<file path="config.mk">
export PLATFORM = sky130hd
export DESIGN_NAME = serial_frame_ctrl
export DESIGN_NICKNAME = d
export VERILOG_FILES = /design/src/rtl/serial_pkg.sv /design/src/rtl/field_shifter.sv /design/src/rtl/serial_frame_ctrl.sv
export SDC_FILE = /design/constraint.sdc
export NUM_CORES = 1
export LEC_CHECK = 0
export ABC_CLOCK_PERIOD_IN_PS = 1740
export CAP_MARGIN = 0
export CORE_MARGIN = 8
export CORE_UTILIZATION = 45
export DETAILED_ROUTE_END_ITERATION = 12
export DONT_BUFFER_PORTS = 1
export MAX_ROUTING_LAYER = met4
export RECOVER_POWER = 100
export REMOVE_ABC_BUFFERS = 1
export SYNTH_ARGS = -nofsm -noshare
export SYNTH_HDL_FRONTEND = slang
export SYNTH_SLANG_ARGS = --single-unit
</file>
<file path="constraint.sdc">
create_clock -name clk -period 1.74 [get_ports clk]
set_clock_uncertainty 0.2 [all_clocks]
set_input_delay 0.348 -clock clk [delete_from_list [all_inputs] [get_ports clk]]
set_output_delay 0.348 -clock clk [all_outputs]
set_load 0.01 [all_outputs]
</file>
<file path="src/rtl/serial_pkg.sv">
// Shared types and default field widths for the serial frame receive path.
package serial_pkg;

  localparam int unsigned PORT_BITS_DEF = 2;
  localparam int unsigned LEN_BITS_DEF  = 4;

  typedef enum logic [2:0] {
    IDLE,
    PORT,
    LEN,
    DATA,
    DONE
  } frame_state_t;

endpackage

</file>
<file path="src/rtl/field_shifter.sv">
// MSB-first header field capture: shifts one bit per enabled cycle and flags the last bit.
module field_shifter #(
  parameter int unsigned WIDTH = 2
) (
  input  logic             clk,
  input  logic             rst,
  input  logic             clear,
  input  logic             shift,
  input  logic             bit_in,
  output logic [WIDTH-1:0] value,
  output logic             full
);

  localparam int unsigned CNT_W = $clog2(WIDTH + 1);

  logic [CNT_W-1:0] count;

  // full is combinational so the controller can leave the field on the same edge
  assign full = shift && (count == CNT_W'(WIDTH - 1));

  always_ff @(posedge clk) begin
    if (rst) begin
      count <= '0;
      value <= '0;
    end else begin
      if (clear) begin
        count <= '0;
      end else if (shift) begin
        count <= count + CNT_W'(1);
      end
      if (shift) begin
        value <= WIDTH'({value, bit_in});
      end
    end
  end

endmodule

</file>
<file path="src/rtl/serial_frame_ctrl.sv">
// Receive-path sequencer: start bit, port and length fields, payload steering, done handshake.
module serial_frame_ctrl
  import serial_pkg::*;
#(
  parameter int unsigned PORT_BITS = PORT_BITS_DEF,
  parameter int unsigned LEN_BITS  = LEN_BITS_DEF
) (
  input  logic                      clk,
  input  logic                      rst,
  input  logic                      serIn,
  input  logic                      transmitted,
  output logic                      serOut,
  output logic                      serOutValid,
  output logic [2**PORT_BITS-1:0]   portValid,
  output logic [PORT_BITS-1:0]      portSel,
  output logic                      busy,
  output logic                      done
);

  localparam int unsigned NUM_PORTS = 2 ** PORT_BITS;

  frame_state_t state, state_next;

  logic                start_c;
  logic                port_shift_c;
  logic                len_shift_c;
  logic                port_full;
  logic                len_full;
  logic [LEN_BITS-1:0] len_value;
  logic [LEN_BITS-1:0] len_now_c;
  logic [LEN_BITS-1:0] remaining;

  assign start_c      = (state == IDLE) && !serIn;
  assign port_shift_c = (state == PORT);
  assign len_shift_c  = (state == LEN);
  // length including the bit being sampled this cycle
  assign len_now_c    = LEN_BITS'({len_value, serIn});
  assign serOut       = serIn;

  field_shifter #(.WIDTH(PORT_BITS)) u_port_field (
    .clk    (clk),
    .rst    (rst),
    .clear  (start_c),
    .shift  (port_shift_c),
    .bit_in (serIn),
    .value  (portSel),
    .full   (port_full)
  );

  field_shifter #(.WIDTH(LEN_BITS)) u_len_field (
    .clk    (clk),
    .rst    (rst),
    .clear  (start_c),
    .shift  (len_shift_c),
    .bit_in (serIn),
    .value  (len_value),
    .full   (len_full)
  );

  always_ff @(posedge clk) begin
    if (rst) begin
      state <= IDLE;
    end else begin
      state <= state_next;
    end
  end

  always_comb begin
    state_next = state;
    unique case (state)
      IDLE: if (start_c) state_next = PORT;
      PORT: if (port_full) state_next = LEN;
      LEN:  if (len_full) state_next = (len_now_c == '0) ? DONE : DATA;
      DATA: if (remaining == LEN_BITS'(1)) state_next = DONE;
      DONE: if (transmitted) state_next = IDLE;
      default: state_next = IDLE;
    endcase
  end

  // Payload counter plus Moore outputs registered from the next state, so they are glitch-free
  always_ff @(posedge clk) begin
    if (rst) begin
      remaining   <= '0;
      serOutValid <= 1'b0;
      portValid   <= '0;
      busy        <= 1'b0;
      done        <= 1'b0;
    end else begin
      if (len_full) begin
        remaining <= len_now_c;
      end else if (state == DATA) begin
        remaining <= remaining - LEN_BITS'(1);
      end
      serOutValid <= (state_next == DATA);
      portValid   <= (state_next == DATA) ? (NUM_PORTS'(1) << portSel) : '0;
      busy        <= (state_next != IDLE);
      done        <= (state_next == DONE);
    end
  end

endmodule
</file>
Yosys cells after proc, flatten, opt, wreduce, memory -nomap -nowiden
Index checks and enable logic that the tools add are counted.
{"block": "classes", "n_mux": 9, "n_lt_le_gt_ge": 0, "eq_ne": 9, "n_mul": 0, "shift": 1, "n_bitwise": 1, "n_addsub": 3, "n_reduce_logical": 10, "div": 0}
{"cell": "two-way mux 3 bit", "count": 6}
{"cell": "one-hot mux 3 bit (5 select lines)", "count": 1}
{"cell": "equality test 3 x 2 -> 1 bit, second input constant", "count": 4}
{"cell": "two-way mux 4 bit", "count": 2}
{"cell": "equality test 3 bit, second input constant", "count": 2}
{"cell": "equality test 4 x 1 -> 1 bit, second input constant", "count": 1}
{"cell": "zero test 4 bit", "count": 1}
{"cell": "OR reduction 2 bit", "count": 2}
{"cell": "<< shifter 1 x 2 -> 4 bit, first input constant", "count": 1}
{"cell": "subtractor 4 x 1 -> 4 bit, second input constant", "count": 1}
{"cell": "adder 3 x 1 -> 3 bit, second input constant", "count": 1}
{"cell": "equality test 3 x 1 -> 1 bit, second input constant", "count": 1}
{"cell": "logical AND 1 bit", "count": 3}
{"cell": "zero test 3 bit", "count": 1}
{"cell": "nonzero test 3 bit", "count": 1}
{"cell": "adder 2 x 1 -> 2 bit, second input constant", "count": 1}
{"cell": "equality test 2 x 1 -> 1 bit, second input constant", "count": 1}
{"cell": "nonzero test 2 bit", "count": 1}
{"cell": "zero test 1 bit", "count": 1}
{"cell": "NOT 1 bit", "count": 1}
{"block": "totals", "output_inout_bits": 10, "ff_bits": 24, "latch_bits": 0, "rom_bits": 0, "mem_bits_rw": 0, "input_bits": 4, "mem_count": 0, "elab_cells": 43}

Logic depth before layout (Yosys ltp)
{"block": "logic_depth", "depth_word": 7, "ltp_mapped": 7, "depth_no_buf": 6}

Hierarchy
A second synthesis with hierarchy kept.
{"block": "unflattened", "cells_unflattened": 118, "area_unflattened_um2": 1181.1}
{"mod": "serial_frame_ctrl", "n_inst": 1, "cells_each": 76, "area_per_inst_um2": 718.2}
{"mod": "field_shifter at u_len_field", "n_inst": 1, "cells_each": 26, "area_per_inst_um2": 291.5}
{"mod": "field_shifter at u_port_field", "n_inst": 1, "cells_each": 16, "area_per_inst_um2": 171.4}

Worst setup path after synthesis
No wires, ideal clock.
{"block": "synth_timing", "kind": "register to register", "from": "register u_len_field.count[0]", "to": "register busy", "t_arrival_ps": 1534, "t_required_ps": 1393, "setup_slack_ps": -141, "n_path_buf": 1, "path_stages_with_launch": 8, "path_cell_list": "dfxtp_1 -> ha_1 -> ha_1 -> nand4bb_1 -> buf_2 -> nor2_1 -> a311oi_4 -> o221ai_1"}
{"block": "synth_between", "elab_chain_len": 5}
{"item": "from (decl)", "line": "field_shifter.sv:16", "source": "logic [CNT_W-1:0] count;"}
{"item": "from (signal assigned)", "line": "field_shifter.sv:29", "source": "count <= count + CNT_W'(1);"}
{"item": "equality test 3 x 2 -> 1 bit", "line": "field_shifter.sv:19", "source": "assign full = shift && (count == CNT_W'(WIDTH - 1));"}
{"item": "logical AND 1 bit", "line": "field_shifter.sv:19"}
{"item": "two-way mux 3 bit", "line": "serial_frame_ctrl.sv:73", "source": "LEN: if (len_full) state_next = (len_now_c == '0) ? DONE : DATA;"}
{"item": "one-hot mux 3 bit (5 select lines)", "line": "serial_frame_ctrl.sv:70", "source": "unique case (state)"}
{"item": "nonzero test 3 bit", "line": "serial_frame_ctrl.sv:96", "source": "busy <= (state_next != IDLE);"}
{"item": "to (signal assigned)", "line": "serial_frame_ctrl.sv:96"}
{"item": "to (decl)", "line": "serial_frame_ctrl.sv:16", "source": "output logic busy,"}
Every way passes these cells.
A chain may end at the register's enable or synchronous reset.

Worst setup path after layout
{"block": "layout_timing", "from": "register u_len_field.count[0]", "to": "register state[0]"}
{"block": "layout_between", "elab_chain_len": 4}
{"item": "equality test 3 x 2 -> 1 bit", "line": "field_shifter.sv:19"}
{"item": "logical AND 1 bit", "line": "field_shifter.sv:19"}
{"item": "two-way mux 3 bit", "line": "serial_frame_ctrl.sv:73"}
{"item": "one-hot mux 3 bit (5 select lines)", "line": "serial_frame_ctrl.sv:70"}
{"item": "to (signal assigned)", "line": "serial_frame_ctrl.sv:64", "source": "state <= state_next;"}
{"item": "to (decl)", "line": "serial_frame_ctrl.sv:22", "source": "frame_state_t state, state_next;"}
Every way passes these cells.

==> summary by stage <==
Run status
The flow ran to the end, but the final reports show violations. The checks that failed: hold timing, setup timing.

Placement
The HPWL after detailed placement is 1.65 mm. The number of input and output port buffers inserted is 0. The congestion estimate from routability-driven global placement came to 0.787.

The total instance count after detailed placement is 156. The cell area after placement is 1270 um^2.

Finish
The number of antenna diodes in the final layout is 0. After routing the design area is 1480 um^2. Cells with a size suffix above 1 make up 42.5% of the layout. The layout net count is 144. The finished layout holds 164 standard cells, fillers aside. The area growth from synthesis to layout is 34.1%.

Synth
The share of synthesized area in the top cell type comes to 43.6%. The number of distinct library cells after synthesis is 36. The synthesized netlist occupies a cell area of 1100 um^2. A synthesized cell averages 10.0 um^2. The dominant register cell in the synthesized netlist is dfxtp_1. Sequential elements use 43.6% of the synthesized area. Of all flip-flops after synthesis, the portion carrying an async set or reset was 0%.

In this run, synthesis inferred 0 flip-flops with an integrated enable. The biggest area contributor in the post-synthesis netlist is dfxtp_1. dfxtp_1 is the most common cell in the netlist.

Ranked by instance count, the synthesized netlist is headed by dfxtp_1 (24), nor2_1 (18), nand2_1 (9). The post-synthesis sequential element count is 24. The cell count after synthesis is 110. In the post-synthesis netlist, the biggest area contributors are dfxtp_1 (44%), nor2_1 (6.1%), ha_1 (5.7%). The total number of yosys warnings is 0.

Worst setup path
Counting both buffers and inverters, the worst setup path holds a total of 2. Broken down by cell family, the worst path's largest delay share belongs to flip-flops. The longest individual stage delay on the worst path is about 0.36 ns. The critical path data required time is around 1.8 ns.

The setup path with the least slack is of type reg2reg. STA classifies the critical path startpoint as a flip-flop. The slowest stage of the critical path belongs to the cell dfxtp_2. STA classifies the critical path endpoint as a flip-flop. The maximum net fanout on the critical path is 7. Traced cell by cell, the critical path runs through ha_4 -> ha_4 -> nand4bb_1 -> nor2_2 -> a311oi_4 -> buf_6 -> buf_6 -> nor2_2. Data arrives at the worst endpoint at 1.82 ns.

GRT
The layer flagged by global routing as most heavily used is met2. Entering global routing, the biggest net connects 15 pins. The routing usage on met2 is 19.9%. The via count of the first global-routing pass was 877.

Global routing consumed, on the met3 layer, 4.76% of the routing resources. The first global-routing pass estimated 4.10 mm of wire. In the global route stage, overall resource usage came out at 12.8%. The number of antenna violations at the first check in global routing is 0.

The global-route track usage on met1 is between 10% and 20%. The residual overflow from global routing is 0.

Timing
The final worst slack is -0.0228 ns. The setup-violating endpoint count in the final report is 3. For the finished layout, the period the worst path requires is 1.76 ns. Setup repair after global routing could not meet its margin everywhere.

The number of endpoints with negative hold slack in the final report is 11. The max-slew violation count is 0. The upper clock frequency limit is 0.567 GHz. The final cycle utilization of the critical path is 101%. The worst-case headroom to the max-slew limit is 71.0%. For the pin with the worst max-slew slack, the measured transition is 0.435 ns. Final hold analysis gives a worst-case slack of -0.152 ns.

After routing, the total negative slack on setup checks comes to -0.0479 ns.

Worst hold path
The type of the tightest min-delay check is in2reg.

Power and ir drop
The fraction of power consumed by the clock network is 35.9%. The share of total power dissipated in combinational logic is 12.4%. The reported net switching power is 0.274 mW. The leakage dissipation is 0.550 nW. VDD sags by at most between 0.0006 and 0.0007 V. The switching share of power is 23.7%.

The internal power consumption is 0.883 mW. Sequential cells account for 51.7% of the total power. The power density over cell area is roughly 780 nW/um^2.

Floorplanning
The die outline width is 65.5 um. For this design the top-level I/O count stands at 14. The die covers 4290 um^2. After floorplanning, the core was sized to cover around 2400 um^2.

The number of placement rows is 18. The initial utilization of the core area, before any placement, comes to 46.2%. The die height is 65.5 um.

Drt
The first-pass iteration count of the detailed router is 4. In this run the remaining antenna-violating nets after routing total 0. Summed over all layers, the routed wires come to 2.42 mm. Using the TritonRoute via totals, the vias-per-cell ratio works out to around 5.3.

The detailed router's first-iteration violation count is 51. The wire length per cell is 14.8 um. The DRC violation count after routing is 0. The overall via count from detail_route is 862.

CTS
The clock insertion delay at the later pin of the skew report is between 0.3 and 0.4 ns. The count of clock tree sinks is 24. The deepest level of the CTS H-tree is 1. The root buffer cell chosen for the clock tree is clkbuf_4. The clock-pin slew reported for the worst setup and hold paths after clock tree synthesis is 0.14 ns. The longest clock path from root to sink contains 2 buffers.

The clock tree from TritonCTS is done. TritonCTS created 3 clock buffers.

Run
The reported max-cap violation count is 0.
==> placed cells by master, fill, tap and decap left out, types with 2 or more instances in the layout <==
cell,n
nor3_1,2
dfxtp_1,16
nor2_2,2
ha_4,3
a21oi_1,2
nand2_1,8
ha_1,2
clkbuf_4,3
buf_6,4
inv_1,5
buf_4,21
dfxtp_2,8
a211oi_1,3
xnor2_1,3
and2_1,2
nor2_1,16
mux2i_1,6
nor4b_4,2
==> final timing paths <==
| check | from | end | slack [ns] | cells past startpoint |
|---|---|---|---|---|
| hold reg to reg | u_port_field.count[1] | u_port_field.count[1] | 0.30 | 2 |
| setup / recovery | u_len_field.count[0] | state[0] | -0.02 | 8 |
| hold / removal | rst | state[0] | -0.15 | 1 |
| setup reg to reg | u_len_field.count[0] | state[0] | -0.02 | 8 |
==> metrics by stage <==
step                      power (mW)  util, %  hold WS (ns)  worst slack [ns]
final                           1.16     61.9        -0.152           -0.0228
after global routing            1.21     61.9        -0.183           -0.0656
after CTS                       1.15     58.5        -0.151          -0.00848
after detailed placement       0.718     53.1         0.224            -0.147
after global placement         0.713     53.1         0.222           -0.0922
after floorplan                0.677        -         0.217            -0.141
==> repair_timing <==
item | CTS | global route
endpoints found under the setup margin | 10 | 8
resized for setup | 16 | 15
buffers inserted | 2 | 3
pin swaps | 4 | 8
hold endpoints to repair | 11 | 11
==> power groups by stage <==
stage	clock network, mW	registers, mW	logic (mW)
finish	0.415	0.599	0.144
global route	0.448	0.602	0.157
CTS	0.425	0.595	0.130
detailed placement	0	0.605	0.113
global placement	0	0.603	0.110
floorplan	0	0.599	0.0780
==> layer usage <==
layer	share of wire (%)	routed length (um)
met1	42	1020
met2	50	1220
met3	4.9	118
met4	2.6	64
met5	0	0
==> logic make-up (layout without fill, tap and decap cells) <==
family                     Yosys count  after routing  synth area share, %
muxes                                6              6                 5.45
adders and majority gates            5              5                 5.68
AOI/OAI and AO/OA                   14             14                 14.1
and+or+nand+nor                     46             46                 23.5
xor gates and xnor gates             3              3                 2.38
DFF                                 24             24                 43.6
buffers and inverters               12             36                 5.34
==> final cells by class <==
| cell class | instances | area [um^2] |
|---|---|---|
| clock buffer | 3 | 22.5 |
| tap | 30 | 37.5 |
| multi-input combinational | 74 | 668 |
| sequential | 24 | 490 |
| timing repair buffer | 26 | 206 |
| fill | 212 | 910 |
| clock inverter | 1 | 30.0 |
| inverter | 6 | 22.5 |
==> state kept, by name, indices dropped and copies added (netlist names) <==
register / cells
remaining: 4
u_port_field.count: 2
state: 3
done: 1
u_len_field.value: 3
busy: 1
serOutValid: 1
u_port_field.value: 2
u_len_field.count: 3
portValid: 4
Power figures use the tool's default switching activity.
